==> config.mk <==
export PLATFORM = sky130hd
export DESIGN_NAME = txarbiter_flat
export DESIGN_NICKNAME = d
export VERILOG_FILES = /design/src/rtl/txarbiter_if.sv /design/src/rtl/txarbiter.sv /design/src/flat_wrapper.sv
export SDC_FILE = /design/constraint.sdc
export NUM_CORES = 1
export LEC_CHECK = 0
export ABC_AREA = 1
export BUFFER_PORTS_ARGS = -buffer_cell sky130_fd_sc_hd__buf_2
export CORE_MARGIN = 2
export CORE_UTILIZATION = 54
export CTS_BUF_LIST = sky130_fd_sc_hd__clkbuf_8 sky130_fd_sc_hd__clkbuf_16
export DETAILED_ROUTE_END_ITERATION = 12
export HOLD_SLACK_MARGIN = 0.15
export PLACE_DENSITY = 0.8
export SYNTH_ARGS = -nofsm -noshare
export SYNTH_HDL_FRONTEND = slang
export SYNTH_SLANG_ARGS = --single-unit
==> constraint.sdc <==
create_clock -name i_clk -period 5.95 [get_ports i_clk]
set_input_delay 0.8925 -clock i_clk [delete_from_list [all_inputs] [get_ports i_clk]]
set_output_delay 0.8925 -clock i_clk [all_outputs]
set_load 0.03 [all_outputs]
==> src/rtl/txarbiter_if.sv <==
// Requester-side and txdata-side handshake bundle for the round-robin transmit arbiter.
// The arbiter uses the slave view; the producers/txdata side uses the master view.
interface txarbiter_if #(
    parameter int NREQ   = 4,
    parameter int LGNREQ = 2
);
    logic [NREQ-1:0]        i_req_stb;
    logic [NREQ-1:0][31:0]  i_req_data;
    logic [NREQ-1:0]        o_req_busy;
    logic                   o_tx_stb;
    logic [31:0]            o_tx_data;
    logic                   i_tx_busy;
    logic [LGNREQ-1:0]      o_grant;
    logic                   o_active;

    modport slave (
        input  i_req_stb, i_req_data, i_tx_busy,
        output o_req_busy, o_tx_stb, o_tx_data, o_grant, o_active
    );

    modport master (
        output i_req_stb, i_req_data, i_tx_busy,
        input  o_req_busy, o_tx_stb, o_tx_data, o_grant, o_active
    );
endinterface

==> src/rtl/txarbiter.sv <==
// Round-robin arbiter sharing one txdata word transmitter among NREQ producers,
// each with a one-word holding buffer using the same stb/busy handshake.
module txarbiter_slot (
    input  logic        i_clk,
    input  logic        i_reset,
    input  logic        i_stb,
    input  logic [31:0] i_data,
    input  logic        i_clr,
    output logic        o_busy,
    output logic [31:0] o_data
);
    // A load needs !o_busy, so a load and a clear can never collide.
    always_ff @(posedge i_clk or posedge i_reset) begin
        if (i_reset) begin
            o_busy <= 1'b0;
            o_data <= '0;
        end else if (i_stb && !o_busy) begin
            o_busy <= 1'b1;
            o_data <= i_data;
        end else if (i_clr) begin
            o_busy <= 1'b0;
        end
    end
endmodule

module txarbiter #(
    parameter int NREQ   = 4,
    parameter int LGNREQ = 2
) (
    input  logic         i_clk,
    input  logic         i_reset,
    txarbiter_if.slave   bus
);
    typedef enum logic [1:0] {IDLE, SEND, GUARD, WAIT} state_t;

    state_t                 state, state_nxt;
    logic [NREQ-1:0]        full, clr;
    logic [NREQ-1:0][31:0]  word;
    logic [LGNREQ-1:0]      pick, idx;
    logic [LGNREQ-1:0]      grant_nxt;
    logic [31:0]            data_nxt;
    logic                   stb_nxt;
    logic                   xfer;

    assign xfer = bus.o_tx_stb && !bus.i_tx_busy;

    genvar k;
    generate
        for (k = 0; k < NREQ; k++) begin : g_slot
            txarbiter_slot u_slot (
                .i_clk   (i_clk),
                .i_reset (i_reset),
                .i_stb   (bus.i_req_stb[k]),
                .i_data  (bus.i_req_data[k]),
                .i_clr   (clr[k]),
                .o_busy  (full[k]),
                .o_data  (word[k])
            );
        end
    endgenerate

    assign bus.o_req_busy = full;

    // Walk offsets from farthest to nearest so the first full buffer after o_grant wins.
    always_comb begin
        pick = bus.o_grant;
        idx  = '0;
        for (int i = NREQ; i >= 1; i--) begin
            idx = LGNREQ'((int'(bus.o_grant) + i) % NREQ);
            if (full[idx])
                pick = idx;
        end
    end

    always_comb begin
        state_nxt = state;
        stb_nxt   = bus.o_tx_stb;
        data_nxt  = bus.o_tx_data;
        grant_nxt = bus.o_grant;
        clr       = '0;
        case (state)
            IDLE: begin
                if (|full) begin
                    grant_nxt = pick;
                    data_nxt  = word[pick];
                    stb_nxt   = 1'b1;
                    state_nxt = SEND;
                end
            end
            SEND: begin
                if (xfer) begin
                    stb_nxt   = 1'b0;
                    clr       = NREQ'(1) << bus.o_grant;
                    state_nxt = GUARD;
                end
            end
            // txdata raises busy only the cycle after a transfer, so skip one sample.
            GUARD: state_nxt = WAIT;
            WAIT: begin
                if (!bus.i_tx_busy)
                    state_nxt = IDLE;
            end
            default: state_nxt = IDLE;
        endcase
    end

    always_ff @(posedge i_clk or posedge i_reset) begin
        if (i_reset) begin
            state         <= IDLE;
            bus.o_tx_stb  <= 1'b0;
            bus.o_tx_data <= '0;
            bus.o_grant   <= LGNREQ'(NREQ - 1);
            bus.o_active  <= 1'b0;
        end else begin
            state         <= state_nxt;
            bus.o_tx_stb  <= stb_nxt;
            bus.o_tx_data <= data_nxt;
            bus.o_grant   <= grant_nxt;
            bus.o_active  <= (state_nxt != IDLE);
        end
    end
endmodule

==> src/flat_wrapper.sv <==
// flat-port wrapper written by rule: the top's interface ports become plain ports
module txarbiter_flat 
#(
    parameter int NREQ   = 4,
    parameter int LGNREQ = 2
)
  (i_clk, i_reset, bus_i_req_stb, bus_i_req_data, bus_i_tx_busy, bus_o_req_busy, bus_o_tx_stb, bus_o_tx_data, bus_o_grant, bus_o_active);
  txarbiter_if #(.NREQ(NREQ), .LGNREQ(LGNREQ)) bus_i ();
  input  logic i_clk;
  input  logic i_reset;
  input wire logic [$bits(bus_i.i_req_stb)-1:0] bus_i_req_stb;
  input wire logic [$bits(bus_i.i_req_data)-1:0] bus_i_req_data;
  input wire logic [$bits(bus_i.i_tx_busy)-1:0] bus_i_tx_busy;
  output wire logic [$bits(bus_i.o_req_busy)-1:0] bus_o_req_busy;
  output wire logic [$bits(bus_i.o_tx_stb)-1:0] bus_o_tx_stb;
  output wire logic [$bits(bus_i.o_tx_data)-1:0] bus_o_tx_data;
  output wire logic [$bits(bus_i.o_grant)-1:0] bus_o_grant;
  output wire logic [$bits(bus_i.o_active)-1:0] bus_o_active;
  assign bus_i.i_req_stb = bus_i_req_stb;
  assign bus_i.i_req_data = bus_i_req_data;
  assign bus_i.i_tx_busy = bus_i_tx_busy;
  assign bus_o_req_busy = bus_i.o_req_busy;
  assign bus_o_tx_stb = bus_i.o_tx_stb;
  assign bus_o_tx_data = bus_i.o_tx_data;
  assign bus_o_grant = bus_i.o_grant;
  assign bus_o_active = bus_i.o_active;
  txarbiter #(.NREQ(NREQ), .LGNREQ(LGNREQ)) u_core (.i_clk(i_clk), .i_reset(i_reset), .bus(bus_i));
endmodule
==> summary.txt, run 1 <==
Outcome
  • Status: completed

Yosys
  • Async SR Flop Fraction: 1.00
  • Simple-gate area share of the yosys netlist: 0.204
  • Syn Inst Count: 873
  • Top cells by count, synth: dfrtp_1 (168), nand2_1 (163), inv_1 (110)
  • Share of the synthesized area in the top cell type: 0.547
  • EDFF count, synth: 0
  • Most frequent cell after synthesis: dfrtp_1
  • Sequential area share after synthesis: 0.554
  • Adder-cell share of the synthesized area: 0.00651
  • XOR/XNOR Fraction of Synth Area: 0
  • Largest cells by area after synthesis: dfrtp_1 (55%), nand2_1 (8.0%), a21oi_1 (6.1%)
  • Mux contribution to synthesized area: 0.0542
  • Synth Cell Area: between 0.007 and 0.008 mm2
  • Synth Warn #: 0
  • FF+latch count, synth: 170
  • Synthesized Nets: slightly above 1,000
  • Main flop type after synthesis: dfrtp_1
  • Area leader, netlist: dfrtp_1
  • Unique masters post-synth: 25
  • Syn avg cell area: 8.80 um2
  • Compound-cell area share of the yosys netlist: 0.0892
  • Largest family of logic cells by synthesized area: simple AND/OR/NAND/NOR gates

Finish
  • Final Non-Filler Cells: about 1,200
  • Synth-to-Final Area Change: 19.3%
  • Layout cells sized above 1: 0.257
  • Layout net count: 1,160
  • Util after Layout: 0.661
  • Final instance area: roughly 0.009 mm2

CTS
  • Post-CTS setup buffer count: 0
  • CTS H-tree depth: 4
  • Clock Path Buffers: 2
  • CTS Buf Count: 17
  • Worst skew pair latency: 0.44 ns
  • CTS Sinks: 170
  • Clock transition at path regs: roughly 0.060 ns
  • CTS hold repair buffers: 0
  • CTS tree: done
  • PostCTS Resize Cnt: 0
  • CTS Root Cell: clkbuf_16

Timing
  • Worst Skew: around 0.0093 ns
  • Finish-stage setup viols: 0
  • Fin. Hold Viols: 0
  • Slew HR: 0.266
  • Tmin final: 3.81 ns
  • Max-slew violation count: 0
  • Fin Setup TNS: 0 ns
  • Worst slew pin tran: between 1 and 1.5 ns
  • Post-route worst setup slack: 2.14 ns
  • Hold WS: 0.467 ns
  • Fmax: roughly 0.26 GHz
  • Fin crit share: 0.641
  • RSZ-0062 raised after global routing: false

Global routing
  • Global route overflow: 0
  • First-pass GRT wire length: just over 30 mm
  • Initial antenna violation count: 1
  • Overall Global Routing Usage: 0.274
  • Vias in the first global route: approximately 6,300
  • Largest net degree at the start of global routing: 73

Critical path
  • Slowest stage delay, CP: 0.97 ns
  • Reg-to-Reg Start: u_core.bus.o_grant[0]
  • Crit end category: flip-flop
  • Depth of the worst register-to-register path: 14
  • Critical Path Most Common Cell: nand2_1
  • CP arrival: 4.14 ns
  • Worst EP required: 6.28 ns
  • Top delay family on crit path: simple AND/OR/NAND/NOR gates
  • Slowest CP cell: nand2_2
  • Peak fanout along the critical path: 68
  • Critical path depth in cells: 14
  • Reg-to-reg endpoint: u_core.bus.o_tx_data[24]
  • CP bufs+invs: 4
  • Reg2Reg Setup Slack: 2.14 ns
  • Cell chain of the critical path: inv_2 > ha_1 > inv_1 > nand2_1 > nand2_1 > inv_2 > nand3_2 > nand2_2 > buf_4 > nand2_1 > nand3_1 > nand2_1 > nand2_1 > nand2_1
  • Critical path type: flip-flop to flip-flop
  • CP startpoint kind: flip-flop

Floorplanning
  • Die width: 123 um
  • Die Y-Extent: 123 um
  • Die ar.: 0.0152 mm2
  • Std-Cell Rows: 43
  • I/O pin count: 175
  • Core ar.: approximately 0.014 mm2
  • Starting density of the core: 0.554

Place
  • DPL Wire Length: 13.9 mm
  • Buffers on Ports: 174
  • Placer Congestion: 0.919
  • Worst slack, placed: 2.21 ns
  • Placed insts: 1,182
  • Placed cell areas: 0.00857 mm2

Power
  • Max IR drop VDD: 356 uV
  • Pwr Total: 6.07 mW
  • Leak: 4.86 nW
  • PwrDens: 662 mW/mm2

Worst hold path
  • Worst Hold Class: input pin to async pin

Route
  • Final ANT Viol Nets: 0
  • Number of vias per cell: between 5 and 6
  • Via Count: 6,441
  • DRT Pass-1 Iters: 5
  • Wire per inst: between 15 and 20 um
  • DRC: 0
  • Initial DRC Count: 545
  • Final wirelength: a little under 20 mm

Flow run
  • Max-cap violations: 0
[layer usage]
metal | GRT usage | part of all wire
met5 | 0 | 0.00086
met4 | 0.102 | 0.030
met3 | 0.0807 | 0.072
met2 | 0.475 | 0.51
met1 | 0.321 | 0.39
[cell type report]
| type | count | area (um2) |
|---|---|---|
| clock inverter | 12 | 148 |
| tap | 180 | 225 |
| inverter | 112 | 425 |
| multi-input combinational | 537 | 2720 |
| sequential | 170 | 4260 |
| clock buffer | 19 | 453 |
| fill | 1171 | 4710 |
| antenna | 1 | 2.50 |
| timing repair buffer | 183 | 938 |
[logic make-up (layout without fill, tap and decap cells)]
logic type	Yosys count	count (layout)
flops	170	170
compound gates	125	125
simple gates	371	371
buf+inv	166	326
other cells	0	1
mux	37	37
fa+ha+maj	4	4
[layout by cell type (no fill, tap or decap)]
| master | count |
|---|---|
| nor2_2 | 1 |
| inv_6 | 2 |
| mux2_2 | 37 |
| clkinv_4 | 2 |
| or2_2 | 1 |
| inv_2 | 2 |
| clkbuf_16 | 17 |
| ha_1 | 4 |
| nand4_1 | 2 |
| bufinv_16 | 3 |
| o21ai_2 | 2 |
| nand3_1 | 89 |
| a21oi_1 | 94 |
| dfrtp_1 | 168 |
| clkbuf_8 | 2 |
| nand2_2 | 5 |
| o21ai_0 | 7 |
| clkinvlp_4 | 1 |
| clkinv_2 | 4 |
| nand2_1 | 161 |
| o21ai_1 | 1 |
| nand3_2 | 1 |
| inv_1 | 110 |
| or2_1 | 15 |
| dfstp_2 | 2 |
| buf_2 | 174 |
| o211ai_1 | 21 |
| buf_4 | 9 |
| nor2_1 | 96 |
| diode_2 | 1 |
[power by group]
part / internal [mW] / switching, mW / total (mW)
clock network: 0.677 / 0.458 / 1.14
registers: 1.73 / 0.272 / 2.01
logic: 0.945 / 1.98 / 2.93
total: 3.36 / 2.71 / 6.07
[worst max path at each step]
stage | from | endpoint | slack (ns)
final | u_core.bus.o_grant[0] | u_core.bus.o_tx_data[24] | 2.14
after global routing | u_core.bus.o_grant[0] | u_core.bus.o_tx_data[24] | 1.84
after CTS | u_core.bus.o_grant[0] | u_core.bus.o_tx_data[24] | 2.18
after detailed placement | u_core.bus.o_grant[0] | u_core.bus.o_tx_data[24] | 2.21
after global placement | u_core.bus.o_grant[0] | u_core.bus.o_tx_data[24] | 2.35
after floorplan | i_reset | u_core.bus.o_active | 0.46
[registers in the layout, summed over array words and instances (netlist names)]
register and cells:
u_core.bus.o_active 1, u_core.state 2, u_core.g_slot.u_slot.o_data 128, u_core.bus.o_grant 2, u_core.bus.o_tx_data 32, u_core.g_slot.u_slot.o_busy 4, u_core.bus.o_tx_stb 1
(Power assumes the default switching activity.)
==> run 2: changes to the inputs <==
--- a/config.mk
+++ b/config.mk
@@ -5,7 +5,7 @@
 export SDC_FILE = /design/constraint.sdc
 export NUM_CORES = 1
 export LEC_CHECK = 0
-export ABC_AREA = 1
+export ABC_AREA = 0
 export BUFFER_PORTS_ARGS = -buffer_cell sky130_fd_sc_hd__buf_2
 export CORE_MARGIN = 2
 export CORE_UTILIZATION = 54
==> constraint.sdc (replaced) <==
create_clock -name i_clk -period 3.8 [get_ports i_clk]
set_input_delay 0.57 -clock i_clk [delete_from_list [all_inputs] [get_ports i_clk]]
set_output_delay 0.57 -clock i_clk [all_outputs]
set_load 0.03 [all_outputs]
==> summary.txt, run 2 <==
Outcome
  • Status: completed

Worst hold path
  • Hold_sp: bus_i_req_data[29]
  • Worst Hold End: u_core.g_slot[0].u_slot.o_data[29]
  • Hold depth: 2
  • Worst Hold Class: input pin to flip-flop

Global routing
  • Global route overflow: 0 (unchanged)
  • Initial antenna violation count: 4 (+3)
  • First-pass GRT wire length: 32.5 mm (+5.3%)
  • Overall Global Routing Usage: 0.268 (-0.00559)
  • Vias in the first global route: 5,983 (-4.5%)
  • Largest net degree at the start of global routing: 171 (+130%)

Finish
  • Most common cell after layout, fill and taps aside: buf_2
  • Layout cells sized above 1: 0.474 (+0.217)
  • Synth-to-Final Area Change: 19.2% (about the same)
  • Top Registers: u_core.g_slot.u_slot.o_data x128, u_core.bus.o_tx_data x32, u_core.g_slot.u_slot.o_busy x4
  • ANT cells: 0 (-1)
  • Most frequent cells in the layout: buf_2 (174), dfrtp_1 (168), mux2_2 (119)
  • Largest reg by FF count: u_core.g_slot.u_slot.o_data
  • Layout net count: 892 (-23%)
  • Fill cell count: 1,071 (-8.5%)
  • Final instance area: 0.00940 mm2 (+2.5%)
  • Number of flip-flops in the largest register: 128 (unchanged)

Timing
  • Tmin final: 3.19 ns (-0.621 ns)
  • Fin Setup TNS: 0 ns (unchanged)
  • Finish-stage setup viols: 0 (unchanged)
  • Fin crit share: 0.840 (+0.199)
  • Hold WS: 0.355 ns (-0.111 ns)
  • Fmax: 0.313 GHz (+19%)
  • Max-slew violation count: 0 (unchanged)
  • Worst Skew: 0.0198 ns (+0.0105 ns)
  • Worst slew pin tran: 1.14 ns (+0.0417 ns)
  • Fin. Hold Viols: 0 (unchanged)
  • Slew HR: 0.239 (-0.0268)
  • Post-route worst setup slack: 0.606 ns (-1.53 ns)
  • RSZ-0062 raised after global routing: false

Route
  • Number of vias per cell: 6.14 (+16%)
  • Wire per inst: 21.8 um (+33%)
  • Via Count: 5,835 (-9.4%)
  • Initial DRC Count: 622 (+14%)
  • DRT Pass-1 Iters: 5 (unchanged)
  • DRC: 0 (unchanged)
  • Final wirelength: 20.7 mm (+4.4%)
  • Final ANT Viol Nets: 0 (unchanged)

CTS
  • CTS Root Cell: clkbuf_16
  • CTS hold repair buffers: 0 (unchanged)
  • CTS H-tree depth: 4 (unchanged)
  • CTS tree: done
  • PostCTS Resize Cnt: 0 (unchanged)
  • Post-CTS setup buffer count: 0 (unchanged)
  • Clock Path Buffers: 2 (unchanged)
  • Clock transition at path regs: 0.07 ns (about the same)
  • CTS Sinks: 170 (unchanged)
  • CTS Buf Count: 17 (unchanged)
  • Worst skew pair latency: 0.44 ns (about the same)

Critical path
  • Reg2Reg Setup Slack: 0.61 ns (-1.53 ns)
  • Worst EP required: 4.07 ns (-2.21 ns)
  • Reg-to-reg endpoint: u_core.bus.o_tx_data[3]
  • Reg-to-Reg Start: u_core.bus.o_grant[1]
  • CP startpoint kind: flip-flop
  • CP arrival: 3.47 ns (-0.67 ns)
  • Crit end category: flip-flop
  • Critical path type: flip-flop to flip-flop
  • Depth of the worst register-to-register path: 7 (-7)
  • Peak fanout along the critical path: 32 (-53%)

Floorplanning
  • Die width: 125 um (+1.2%)
  • Die Y-Extent: 125 um (+1.2%)
  • Starting density of the core: 0.547 (-0.00705)
  • I/O pin count: 175 (unchanged)
  • Core ar.: 0.0144 mm2 (+3.9%)
  • Die ar.: 0.0156 mm2 (+2.5%)
  • Std-Cell Rows: 44 (+2.3%)

Place
  • DPL Wire Length: 13.9 mm (+0.26%)
  • Placer Congestion: 0.886 (-3.6%)
  • Placed cell areas: 0.00879 mm2 (+2.6%)
  • Buffers on Ports: 174 (unchanged)
  • Worst slack, placed: 0.720 ns (-1.49 ns)

Yosys
  • Syn Inst Count: 605 (-31%)
  • Synth Cell Area: 0.00789 mm2 (+2.6%)
  • Share of the synthesized area in the top cell type: 0.533 (-0.0138)
  • Mux contribution to synthesized area: 0.232 (+0.178)
  • Most frequent cell after synthesis: dfrtp_1
  • Largest cells by area after synthesis: dfrtp_1 (53%), mux2_2 (17%), mux2i_1 (4.4%)
  • Simple-gate area share of the yosys netlist: 0.0454 (-0.158)
  • Adder-cell share of the synthesized area: 0.00635 (-0.000164)
  • Largest family of logic cells by synthesized area: multiplexers
  • XOR/XNOR Fraction of Synth Area: 0 (unchanged)
  • Unique masters post-synth: 42 (+68%)
  • EDFF count, synth: 0 (unchanged)
  • Sequential area share after synthesis: 0.540 (-0.0140)
  • Async SR Flop Fraction: 1.00 (unchanged)
  • FF+latch count, synth: 170 (unchanged)
  • Syn avg cell area: 13.0 um2 (+48%)
  • Compound-cell area share of the yosys netlist: 0.134 (+0.0446)
  • Area leader, netlist: dfrtp_1
  • Main flop type after synthesis: dfrtp_1
  • Synth Warn #: 0 (unchanged)
  • Top cells by count, synth: dfrtp_1 (168), mux2_2 (119), nand2_1 (40)
  • Synthesized Nets: 744 (-26%)

Power
  • Pwr Total: 8.44 mW (+39%)
  • PwrDens: 898 mW/mm2 (+36%)
  • Max IR drop VDD: 447 uV (+26%)
  • Leak: 4.33 nW (-11%)

Flow run
  • Max-cap violations: 0 (unchanged)
==> run 2: kinds of logic (layout without fill, tap and decap cells) <==
logic type | count (synthesis) | count (layout)
buf+inv | 57 | 218
fa+ha+maj | 4 | 4
simple gates | 79 | 79
mux | 166 | 166
compound gates | 129 | 129
flops | 170 | 170
==> run 2: worst max-delay path by stage <==
stage	startpoint	endpoint	slack, ns	depth (start not counted)
after detailed placement	u_core.bus.o_grant[1]	u_core.bus.o_tx_data[21]	0.72	7
after CTS	u_core.bus.o_grant[1]	u_core.bus.o_tx_data[3]	0.64	7
after floorplan	i_reset	u_core.bus.o_active	1.06	1
after global placement	u_core.bus.o_grant[1]	u_core.bus.o_tx_data[4]	0.88	7
final	u_core.bus.o_grant[1]	u_core.bus.o_tx_data[3]	0.61	7
after global routing	u_core.bus.o_grant[1]	u_core.bus.o_tx_data[3]	0.51	7
==> run 2: layout make-up <==
class,instances,area (um2),share of cell area
repair buffers,182,943,0.100
multi-input cells,378,3340,0.356
well taps,184,230,0.0245
inverters,4,18.8,0.00200
clock inverters,14,171,0.0182
flip-flops and latches,170,4260,0.453
clock buffers,18,439,0.0467
==> run 2: where the power goes <==
group	switching (mW)	internal [mW]
clock	0.731	1.06
sequential	0.686	2.64
combinational	1.80	1.53
==> run 2: stage by stage <==
step	util	cells
final	0.652	950
after global routing	0.652	950
after floorplan	-	605
after global placement	0.610	918
after CTS	0.652	950
after detailed placement	0.610	918
==> run 2: critical path, stage by stage, from the launching register on <==
cell and delay (ns):
dfstp_2 0.69, inv_1 0.17, ha_1 0.41, mux2_2 0.39, o221a_2 0.31, nor2_8 0.62
mux2i_1 0.30, o21ai_0 0.12
==> run 2: layer usage <==
| layer | wire (um) | up-vias | share of wire | track usage |
|---|---|---|---|---|
| met2 | 10100 | 286 | 0.49 | 0.434 |
| met1 | 8440 | 2954 | 0.41 | 0.354 |
| li1 | - | 2540 | - | - |
| met5 | 32 | - | 0.0015 | 0 |
| met4 | 415 | 6 | 0.020 | 0.0817 |
| met3 | 1640 | 49 | 0.079 | 0.0760 |
==> run 3: changes to the inputs <==
--- a/config.mk
+++ b/config.mk
@@ -8,11 +8,11 @@
 export ABC_AREA = 0
 export BUFFER_PORTS_ARGS = -buffer_cell sky130_fd_sc_hd__buf_2
 export CORE_MARGIN = 2
-export CORE_UTILIZATION = 54
+export CORE_UTILIZATION = 49
 export CTS_BUF_LIST = sky130_fd_sc_hd__clkbuf_8 sky130_fd_sc_hd__clkbuf_16
 export DETAILED_ROUTE_END_ITERATION = 12
 export HOLD_SLACK_MARGIN = 0.15
-export PLACE_DENSITY = 0.8
+export PLACE_DENSITY = 0.76
 export SYNTH_ARGS = -nofsm -noshare
 export SYNTH_HDL_FRONTEND = slang
 export SYNTH_SLANG_ARGS = --single-unit
==> constraint.sdc (replaced) <==
create_clock -name i_clk -period 2.55 [get_ports i_clk]
set_input_delay 0.3825 -clock i_clk [delete_from_list [all_inputs] [get_ports i_clk]]
set_output_delay 0.3825 -clock i_clk [all_outputs]
set_load 0.03 [all_outputs]
==> summary.txt, run 3 (synthesized netlist as in run 2, its figures left out) <==
Critical path
  • Depth of the worst register-to-register path: 8 (+1)
  • Reg-to-Reg Start: u_core.bus.o_grant[0]
  • CP startpoint kind: flip-flop
  • CP bufs+invs: 2 (+1)
  • CP arrival: 2.75 ns (-0.72 ns)
  • Reg2Reg Setup Slack: 0.09 ns (-0.52 ns)
  • Slowest stage delay, CP: 0.53 ns (-0.16 ns)
  • Top delay family on crit path: multiplexers
  • Crit end category: flip-flop
  • Reg-to-reg endpoint: u_core.bus.o_tx_data[21]
  • Worst EP required: 2.84 ns (-1.23 ns)
  • Slowest CP cell: dfstp_2
  • Cell chain of the critical path: inv_1 > ha_4 > mux2_2 > o221a_2 > nor2_8 > buf_12 > mux2i_1 > o21ai_1
  • Peak fanout along the critical path: 18 (-44%)
  • Critical path type: flip-flop to flip-flop

Flow run
  • Max-cap violations: 0 (unchanged)

CTS
  • CTS Root Cell: clkbuf_16
  • Clock transition at path regs: 0.06 ns (about the same)
  • CTS H-tree depth: 4 (unchanged)
  • CTS tree: done
  • Worst skew pair latency: 0.43 ns (about the same)
  • Clock Path Buffers: 2 (unchanged)
  • CTS Buf Count: 17 (unchanged)
  • CTS Sinks: 170 (unchanged)

Timing
  • Fin. Hold Viols: 0 (unchanged)
  • Worst slew pin tran: 0.775 ns (-0.364 ns)
  • Tmin final: 2.46 ns (-0.734 ns)
  • Finish-stage setup viols: 0 (unchanged)
  • RSZ-0062 raised after global routing: false
  • Fin Setup TNS: 0 ns (unchanged)
  • Max-slew violation count: 0 (unchanged)
  • Fmax: 0.407 GHz (+30%)
  • Worst Skew: 0.00668 ns (-0.0131 ns)
  • Fin crit share: 0.965 (+0.124)
  • Slew HR: 0.482 (+0.243)
  • Hold WS: 0.167 ns (-0.188 ns)

Finish
  • Most common cell after layout, fill and taps aside: buf_2
  • ANT cells: 0 (unchanged)
  • Layout net count: 910 (+2.0%)
  • Number of flip-flops in the largest register: 128 (unchanged)
  • Top Registers: u_core.g_slot.u_slot.o_data x128, u_core.bus.o_tx_data x32, u_core.g_slot.u_slot.o_busy x4
  • Most frequent cells in the layout: buf_2 (174), dfrtp_1 (168), mux2_2 (119)
  • Largest reg by FF count: u_core.g_slot.u_slot.o_data
  • Layout cells sized above 1: 0.486 (+0.0121)
  • Synth-to-Final Area Change: 22.7%

Floorplanning
  • Die width: 131 um (+4.8%)
  • Starting density of the core: 0.498 (-0.0485)
  • Die ar.: 0.0171 mm2 (+9.9%)
  • Core ar.: 0.0158 mm2 (+9.7%)
  • Die Y-Extent: 131 um (+4.8%)
  • I/O pin count: 175 (unchanged)
  • Std-Cell Rows: 46 (+4.5%)

Route
  • Wire per inst: 20.6 um (-5.4%)
  • Via Count: 5,830 (-0.086%)
  • Number of vias per cell: 5.83 (-5.1%)
  • Final wirelength: 20.6 mm (-0.44%)
  • Final ANT Viol Nets: 0 (unchanged)
  • DRC: 0 (unchanged)
  • Initial DRC Count: 455 (-27%)
  • DRT Pass-1 Iters: 5 (unchanged)

Power
  • Leak: 4.44 nW (+2.6%)
  • Pwr Total: 13.0 mW (+54%)
  • Max IR drop VDD: 613 uV (+37%)
  • PwrDens: 1340 mW/mm2 (+49%)

Outcome
  • Status: completed

Place
  • Buffers on Ports: 174 (unchanged)
  • Placer Congestion: 0.916 (+3.4%)
  • DPL Wire Length: 15.1 mm (+8.2%)

Worst hold path
  • Hold_sp: bus_i_req_data[25]
  • Worst Hold Class: input pin to flip-flop
  • Worst Hold End: u_core.g_slot[0].u_slot.o_data[25]
  • Hold depth: 2 (unchanged)

Global routing
  • Initial antenna violation count: 0 (-4)
  • Overall Global Routing Usage: 0.248 (-0.0204)
  • First-pass GRT wire length: 31.8 mm (-2.2%)
  • Largest net degree at the start of global routing: 58 (-66%)
  • Vias in the first global route: 5,764 (-3.7%)
  • Global route overflow: 0 (unchanged)
run 3: cell types whose count changed in the layout (fill, tap and decap cells not counted), moves of 2 or more:
cell,previous run,this run
nor2b_4,4,2
buf_12,1,7
buf_4,7,17
inv_6,2,0
nor2b_2,0,2
clkinvlp_4,2,4
run 3: how the worst max path moves through the flow:
stage	slack [ns]	startpoint	to	depth (start not counted)
after global routing	0.003	u_core.bus.o_grant[0]	u_core.bus.o_tx_data[27]	8
final	0.09	u_core.bus.o_grant[0]	u_core.bus.o_tx_data[21]	8
after detailed placement	0.08	u_core.bus.o_grant[0]	u_core.bus.o_tx_data[9]	7
after floorplan	0.0004	i_reset	u_core.bus.o_active	1
after CTS	0.05	u_core.bus.o_grant[0]	u_core.bus.o_tx_data[27]	7
after global placement	0.15	u_core.bus.o_grant[0]	u_core.bus.o_tx_data[13]	7
run 3: report_power, final:
part / internal [mW] / switching (mW) / total [mW]
sequential: 3.93 / 0.974 / 4.91
combinational: 2.54 / 2.79 / 5.33
clock: 1.65 / 1.07 / 2.73
run 3: metal layers:
layer,GRT usage,up-vias,share of wire
li1,-,2582,-
met1,0.356,2958,0.44
met2,0.361,243,0.45
met3,0.0627,47,0.077
met4,0.101,0,0.031
met5,0,-,0
run 3: stage by stage:
step | util | setup slack [ns] | cell area (um2) | cells
after floorplan | - | 0.000419 | 7900 | 605
after global placement | 0.570 | 0.150 | 9020 | 965
after detailed placement | 0.570 | 0.0763 | 9020 | 965
after CTS | 0.610 | 0.0467 | 9650 | 998
after global routing | 0.611 | 0.00252 | 9680 | 1000
final | 0.611 | 0.0902 | 9680 | 1000
run 3: final cells by class:
type,instances,area (um2)
Clock buffer,18,439
Multi-Input combinational cell,378,3350
Tap cell,216,270
Fill cell,1258,6150
Timing Repair Buffer,200,1160
Sequential cell,170,4260
Inverter,4,18.8
Clock inverter,14,181
run 3: worst register-to-register path, cell delays in order (launching register included):
cell and delay [ns]:
dfstp_2 0.53, inv_1 0.11, ha_4 0.32, mux2_2 0.36, o221a_2 0.32, nor2_8 0.16
buf_12 0.19, mux2i_1 0.26, o21ai_1 0.09
run 3: what timing repair did:
action                     CTS  global route
resized for setup            0             2
hold endpoints to repair    30             0
buffers inserted             0             2
hold buffers                 1             0
setup endpoints to repair    0            17
